--- src/rtl/fetch_ctrl.sv ---
// Instruction fetch controller: one outstanding memory read, an instruction
// register handed to decode, redirect squashing and a sticky bus-timeout trap.
module fetch_ctrl #(
    parameter logic [31:0] INITAL_ADDR = 32'h0000_0000,
    parameter int unsigned TIMEOUT     = 16
) (
    input  logic        clk,
    input  logic        rest,
    input  logic [31:0] pc_addr,
    input  logic        redirect,
    output logic        pc_step,
    output logic        imem_req,
    output logic [31:0] imem_addr,
    input  logic        imem_ack,
    input  logic [31:0] imem_data,
    output logic [31:0] ir,
    output logic        ir_valid,
    input  logic        ir_ready,
    output logic        fetch_err
);

    typedef enum logic [2:0] {
        ST_IDLE  = 3'd0,
        ST_FETCH = 3'd1,
        ST_HOLD  = 3'd2,
        ST_DROP  = 3'd3,
        ST_ERR   = 3'd4
    } state_t;

    localparam logic [7:0] WAIT_LAST = 8'(TIMEOUT - 1);

    state_t      state_r;
    state_t      state_nxt_s;
    logic [7:0]  wait_cnt_r;
    logic [7:0]  wait_cnt_nxt_s;
    logic [31:0] imem_addr_r;
    logic [31:0] imem_addr_nxt_s;
    logic [31:0] ir_r;
    logic [31:0] ir_nxt_s;
    logic        ir_valid_r;
    logic        ir_valid_nxt_s;
    logic        imem_req_r;
    logic        imem_req_nxt_s;
    logic        pc_step_r;
    logic        pc_step_nxt_s;
    logic        fetch_err_r;
    logic        fetch_err_nxt_s;
    logic        timeout_s;

    assign timeout_s = (wait_cnt_r == WAIT_LAST) ? 1'b1 : 1'b0;

    // State, counter and output registers; rest overrides everything.
    always_ff @(posedge clk) begin
        if (rest) begin
            state_r     <= ST_IDLE;
            wait_cnt_r  <= 8'd0;
            imem_addr_r <= INITAL_ADDR;
            ir_r        <= 32'h0000_0000;
            ir_valid_r  <= 1'b0;
            imem_req_r  <= 1'b0;
            pc_step_r   <= 1'b0;
            fetch_err_r <= 1'b0;
        end else begin
            state_r     <= state_nxt_s;
            wait_cnt_r  <= wait_cnt_nxt_s;
            imem_addr_r <= imem_addr_nxt_s;
            ir_r        <= ir_nxt_s;
            ir_valid_r  <= ir_valid_nxt_s;
            imem_req_r  <= imem_req_nxt_s;
            pc_step_r   <= pc_step_nxt_s;
            fetch_err_r <= fetch_err_nxt_s;
        end
    end

    // Next-state decision; an ack always wins over the timeout in the same cycle.
    always_comb begin
        state_nxt_s = state_r;
        case (state_r)
            ST_IDLE: begin
                if (redirect) begin
                    state_nxt_s = ST_IDLE;
                end else begin
                    state_nxt_s = ST_FETCH;
                end
            end
            ST_FETCH: begin
                if (imem_ack) begin
                    if (redirect) begin
                        state_nxt_s = ST_IDLE;
                    end else begin
                        state_nxt_s = ST_HOLD;
                    end
                end else if (timeout_s) begin
                    state_nxt_s = ST_ERR;
                end else if (redirect) begin
                    state_nxt_s = ST_DROP;
                end else begin
                    state_nxt_s = ST_FETCH;
                end
            end
            ST_HOLD: begin
                if (redirect || ir_ready) begin
                    state_nxt_s = ST_IDLE;
                end else begin
                    state_nxt_s = ST_HOLD;
                end
            end
            ST_DROP: begin
                if (imem_ack) begin
                    state_nxt_s = ST_IDLE;
                end else if (timeout_s) begin
                    state_nxt_s = ST_ERR;
                end else begin
                    state_nxt_s = ST_DROP;
                end
            end
            ST_ERR: begin
                state_nxt_s = ST_ERR;
            end
            default: begin
                state_nxt_s = ST_IDLE;
            end
        endcase
    end

    // Next values of the registered outputs, derived from the chosen transition.
    always_comb begin
        imem_addr_nxt_s = imem_addr_r;
        ir_nxt_s        = ir_r;
        wait_cnt_nxt_s  = 8'd0;
        imem_req_nxt_s  = ((state_nxt_s == ST_FETCH) || (state_nxt_s == ST_DROP)) ? 1'b1 : 1'b0;
        ir_valid_nxt_s  = (state_nxt_s == ST_HOLD) ? 1'b1 : 1'b0;
        fetch_err_nxt_s = (state_nxt_s == ST_ERR) ? 1'b1 : 1'b0;
        pc_step_nxt_s   = ((state_r == ST_FETCH) && (state_nxt_s == ST_HOLD)) ? 1'b1 : 1'b0;
        if (state_r == ST_IDLE) begin
            imem_addr_nxt_s = pc_addr;
        end else begin
            imem_addr_nxt_s = imem_addr_r;
        end
        if (pc_step_nxt_s) begin
            ir_nxt_s = imem_data;
        end else begin
            ir_nxt_s = ir_r;
        end
        // Counting only continues while staying in the same waiting state.
        if (imem_req_nxt_s && (state_nxt_s == state_r)) begin
            wait_cnt_nxt_s = wait_cnt_r + 8'd1;
        end else begin
            wait_cnt_nxt_s = 8'd0;
        end
    end

    assign pc_step   = pc_step_r;
    assign imem_req  = imem_req_r;
    assign imem_addr = imem_addr_r;
    assign ir        = ir_r;
    assign ir_valid  = ir_valid_r;
    assign fetch_err = fetch_err_r;

endmodule

--- config.mk ---
export PLATFORM = sky130hd
export DESIGN_NAME = fetch_ctrl
export DESIGN_NICKNAME = d
export VERILOG_FILES = /design/src/rtl/fetch_ctrl.sv
export SDC_FILE = /design/constraint.sdc
export NUM_CORES = 1
export LEC_CHECK = 0
export BUFFER_PORTS_ARGS = -buffer_cell sky130_fd_sc_hd__buf_2
export CAP_MARGIN = 20
export CORE_MARGIN = 4
export CORE_UTILIZATION = 52
export CTS_BUF_LIST = sky130_fd_sc_hd__clkbuf_4 sky130_fd_sc_hd__clkbuf_8
export DETAILED_ROUTE_END_ITERATION = 8
export GPL_ROUTABILITY_DRIVEN = 0
export GPL_TIMING_DRIVEN = 1
export HOLD_SLACK_MARGIN = 0.03
export PLACE_DENSITY_LB_ADDON = 0.05
export REMOVE_ABC_BUFFERS = 1
export SYNTH_ARGS = -nofsm -noshare
export SYNTH_HDL_FRONTEND = slang
export SYNTH_SLANG_ARGS = --single-unit
--- constraint.sdc ---
create_clock -name clk -period 2.8 [get_ports clk]
set_input_delay 0.14 -clock clk [delete_from_list [all_inputs] [get_ports clk]]
set_output_delay 0.14 -clock clk [all_outputs]
set_load 0.02 [all_outputs]
# After elaboration in Yosys (flattened, before gate mapping)
# Cells that the tools add are included.
dict set report totals {
  regBits 79
  inputBits 69
  out_inout_bits 68
}
dict set report op_classes {
  addsub 1
  n_eq_ne 10
  muxes 14
  bitwise 1
  n_reduce_logical 6
}
# operator n
set op_table {}
lappend op_table {{$pmux 3 s5} 1}
lappend op_table {{$eq 3x2->1 const B} 4}
lappend op_table {{$mux 3} 4}
lappend op_table {{$add 8x1->8 const B} 1}
lappend op_table {{$eq 8x4->1 const B} 1}
lappend op_table {{$eq 3x1->1 const B} 2}
lappend op_table {{$eq 3x3->1 const B} 2}
lappend op_table {{$mux 1} 6}
lappend op_table {{$mux 2} 3}
lappend op_table {{$eq 3x3->1} 1}
lappend op_table {{$logic_not 3->1} 1}
lappend op_table {{$logic_and 1x1->1} 2}
lappend op_table {{$logic_or 1x1->1} 2}
lappend op_table {{$reduce_or 2->1} 1}
lappend op_table {{$not 1->1} 1}

# Depth between registers and ports, before layout
dict set report logic_depth {
  depth_word 11
  depth_mapped 6
  ltp_nobuf 4
}

# Least setup slack after synthesis
# Ideal clock, no wire load.
dict set report synth_path {
  path_type {reg2reg}
  startpoint {reg wait_cnt_r[4]}
  endpoint {reg wait_cnt_r[2]}
  setup_time_ns 0.134
  arrival_ns 1.203
  required_time_ns 2.666
  slack_ns 1.463
  path_stages_with_launch 4
  n_path_buf 0
  synth_period_minus_slack_ns 1.337
  path_cell_list {dfxtp_1 or4_4 o211ai_4 nor3_1}
}
dict set report synth_between {
  elab_chain_cells 11
}
# element line_no
set synth_lines {}
lappend synth_lines {{from (decl)} 34} ;# logic [7:0] wait_cnt_r;
lappend synth_lines {{from (signal assigned)} 65} ;# wait_cnt_r <= wait_cnt_nxt_s;
lappend synth_lines {{$eq 8x4->1 *} 50} ;# assign timeout_s = (wait_cnt_r == WAIT_LAST) ? 1'b1 : 1'b0;
lappend synth_lines {{$mux 1 *} 50}
lappend synth_lines {{$mux 3 (on tied branches)} {111, 93}}
lappend synth_lines {{$mux 3 (on tied branches)} {109, 87}}
lappend synth_lines {{$pmux 3 s5 *} 78} ;# case (state_r)
lappend synth_lines {{$eq 3x1->1 or $eq 3x2->1 (tied branches)} 131} ;# imem_req_nxt_s = ((state_nxt_s == ST_FETCH) || (state_nxt_s == ST_DROP)) ? 1'b1 : 1'b0;
lappend synth_lines {{$logic_or 1x1->1} 131}
lappend synth_lines {{$mux 1} 131}
lappend synth_lines {{$logic_and 1x1->1 *} 146} ;# if (imem_req_nxt_s && (state_nxt_s == state_r)) begin
lappend synth_lines {{$not 1->1 (no source line) *} n/a}
lappend synth_lines {{$reduce_or 2->1 (no source line) *} n/a}
# Mark *: on every way between the ends. The rest lies on a longest branch, timed or not.
# A chain may end at the register's enable or synchronous reset.

# Worst setup path after layout
dict set report layout_path {
  startpoint {reg state_r[2]}
  endpoint {reg imem_addr_r[24] (netlist: imem_addr[24])}
}
dict set report layout_between {
  elab_chain_cells 1
}
# element line_no
set layout_lines {}
lappend layout_lines {{from (decl)} 32} ;# state_t state_r;
lappend layout_lines {{from (signal assigned)} 64} ;# state_r <= state_nxt_s;
lappend layout_lines {{$logic_not 3->1} 135} ;# if (state_r == ST_IDLE) begin
lappend layout_lines {{to (signal assigned)} 66} ;# imem_addr_r <= imem_addr_nxt_s;
lappend layout_lines {{to (decl)} 36} ;# logic [31:0] imem_addr_r;
# No other way between the ends.

==> key figures <==
GRT
  • Number of global-route vias before repair: 2,653
  • Met2 Track Usage GR: 35.57%
  • Total gr overflow: 0
  • Largest net degree at the start of global routing: 69
  • Grt met3 use: 6.022%
  • Global-route wire length before repair: 12,650 um
  • Initial antenna violation count: 0
  • Busiest grt layer: met2
  • GRT met1 Usage: 27.64%
  • GRT Total Usage: 21.73%

Yosys
  • Syn avg cell area: 8.486 um2
  • Yosys reg bits: 79
  • Synth cell count leaders: 79 x dfxtp_1, 67 x a21oi_1, 65 x nand2_1
  • Top FF cell, synth: dfxtp_1
  • Yosys warnings: 0
  • Post-Syn Instances: 354
  • Post-synthesis sequential area ratio: 52.64%
  • Post-synth EDFFs: 0
  • Largest cells by area after synthesis: dfxtp_1 53%, a21oi_1 11%, nand2_1 8.1%
  • Synth cell types: 36
  • Synthesized area: 3004 um2
  • Yosys top cell area share: 52.64%
  • Synth area leader: dfxtp_1
  • Most common cell in the netlist: dfxtp_1
  • Ys async rst share: 0%

Finish
  • Multi-input logic area: 1276 um2
  • Layout Nets: 551
  • Antenna cell count: 0
  • Fraction of layout instances using a drive strength above 1: 34.23%
  • Final non-filler cell total: 557
  • Area growth syn-to-layout: 29.24%
  • Layout fillers: 486
  • Register area: 1582 um2

Routing
  • Detail Route Antenna Nets: 0
  • Final wirelength: 7747 um
  • Iteration-0 DRC Markers: 189
  • Via Count: 2,907
  • Wirelength per Cell: 13.91 um
  • DR pass1 iterations: 4
  • Vias per inst: 5.219
  • DR DRC count: 0

STA
  • Final setup viols: 0
  • Tightest Pin Transition: 1025 ps
  • Fin. Hold Viols: 0
  • Final Cycle Share: 65.51%
  • Max-slew headroom: 31.69%
  • RSZ-0062 raised after global routing: false
  • Fmax: 545.2 MHz
  • Final setup TNS: 0 ps
  • Post-layout min period: 1834 ps
  • Setup Skew: 5.185 ps
  • Max Slew Vio Count: 0

CTS
  • Setup Buffers After CTS: 0
  • Post-cts resize count: 0
  • Clock Root Buffer: clkbuf_8
  • Clk sinks: 79
  • Inserted Clock Buffers: 9
  • TritonCTS clock tree: yes
  • Clock Path Buffers: 2
  • Htree depth: 3
  • Clock Pin Slew Worst Setup and Hold Paths: 70 ps
  • Worst-Skew Late Latency: 330 ps

Critical path
  • Crit path DAT: 2090 ps
  • Critical path peak fanout: 32
  • CP Cell Sequence: or3_1 -> nand2_1 -> a21oi_1
  • Slowest stage delay, CP: 860 ps
  • CP Capture Type: flip-flop
  • Setup Crit Path Kind: flip-flop to flip-flop
  • Type of origin of the critical path: flip-flop
  • Worst path slowest cell: or3_1
  • WP buf/inv: 0
  • Cell family with most CP delay: simple AND/OR/NAND/NOR gates
  • Req. time, crit path: 3050 ps

Die
  • Area of the core: 5540 um2
  • I/O Pins: 137
  • # rows: 27
  • Vert. Die Dim: 84.01 um
  • Die width: 84.01 um
  • DIE AREA: 7057 um2
  • Starting Density: 54.22%

Power
  • LEAKAGE: 0.001735 uW
  • Switch Pwr: 609.0 uW
  • Maximum vdd drop: 0.0005053 V
  • PwrDens: 579.3 nW/um2
  • Clock group share of total power: 32.0%
  • Sw Ratio: 27.08%
  • Seq pwr share: 53.4%
  • Pint: 1640 uW
  • Part of the power in combinational logic: 14.6%

Outcome
  • Status: completed

Min path
  • Worst Hold Class: input pin to flip-flop

Flow run
  • # Max-Cap Violations: 0

Place
  • Cells after DPL: 539
  • PortBufs: 136
  • DP HPWL: 5226 um
## logic make-up after synthesis
logic type               after synthesis  synth area share [%]
AO/OA/AOI/OAI                        111                 20.37
XOR/XNOR                               3                0.8748
adder cells (fa/ha/maj)                1                0.4164
buffers and inverters                 32                 5.165
flip-flops                            79                 52.64
AND/OR/NAND/NOR                      128                 20.53
## state kept, by name, summed over array words and instances (netlist names)
signal,flops
imem_req,1
ir_valid,1
state_r,3
imem_addr,32
ir,32
wait_cnt_r,8
pc_step,1
fetch_err,1
## metal layers
metal / vias up / share of wire [%]
met5: - / 0
met4: 0 / 1.0
met3: 9 / 7.4
met2: 105 / 48
met1: 1317 / 43
li1: 1476 / -
## power groups by stage
| stage | Clock (uW) | Sequential (uW) | Combinational, uW |
|---|---|---|---|
| final | 720 | 1200 | 328 |
| after global routing | 797 | 1210 | 359 |
| after CTS | 742 | 1200 | 326 |
| after detailed placement | 0 | 1230 | 326 |
| after global placement | 0 | 1220 | 323 |
| after floorplan | 0 | 1290 | 111 |
## path summary, 6_finish.rpt
| check | start | endpoint | slack [ps] | depth (start not counted) |
|---|---|---|---|---|
| hold / removal | pc_addr[17] | imem_addr[17] | 50 | 3 |
| setup / recovery | state_r[2] | imem_addr[24] | 970 | 3 |
| setup reg to reg | state_r[2] | imem_addr[24] | 970 | 3 |
| hold reg to reg | imem_addr[1] | imem_addr[1] | 450 | 2 |
## final cells by class
class / count / share of cell area, %
Multi-Input combinational cell: 243 / 32.87
Timing Repair Buffer: 145 / 19.47
Sequential cell: 79 / 40.73
Clock buffer: 11 / 3.738
Clock inverter: 4 / 0.5801
Inverter: 3 / 0.2900
Tap cell: 72 / 2.320
## stage by stage
step / total power [uW] / utilization, % / setup WS [ps] / hold WS [ps] / area (um2)
after floorplan: 1397 / - / 991.1 / 209.1 / 2860
after global placement: 1548 / 66.51 / 1030 / 381.5 / 3685
after detailed placement: 1553 / 66.51 / 962.9 / 387.5 / 3685
final: 2249 / 70.08 / 965.7 / 45.03 / 3882
after global routing: 2365 / 70.08 / 730.6 / 31.57 / 3882
after CTS: 2269 / 69.53 / 940.4 / 32.83 / 3852
## placed cells by master (no fill, tap or decap), types with 3 or more instances in the layout
master	netlist	final
nor3_1	5	5
a211oi_1	3	3
o21ai_0	36	36
buf_2	14	136
nor2_1	5	4
clkinv_2	0	3
or3_1	4	4
clkbuf_8	1	10
inv_1	3	3
dfxtp_1	79	79
nand3_1	34	34
buf_4	0	6
dlygate4sd3_1	0	3
nand2_1	65	65
a21oi_1	67	67
## worst min-delay path, cell delays in order
cell and delay [ps]:
buf_2 90, nand2_1 50, a21oi_1 50
## repair_timing
action                                  4_1_cts  5_1_grt
endpoints found under the hold margin         0        3
endpoints found under the setup margin        0        0
hold buffers                                  0        3
Power figures use the tool's default switching activity.
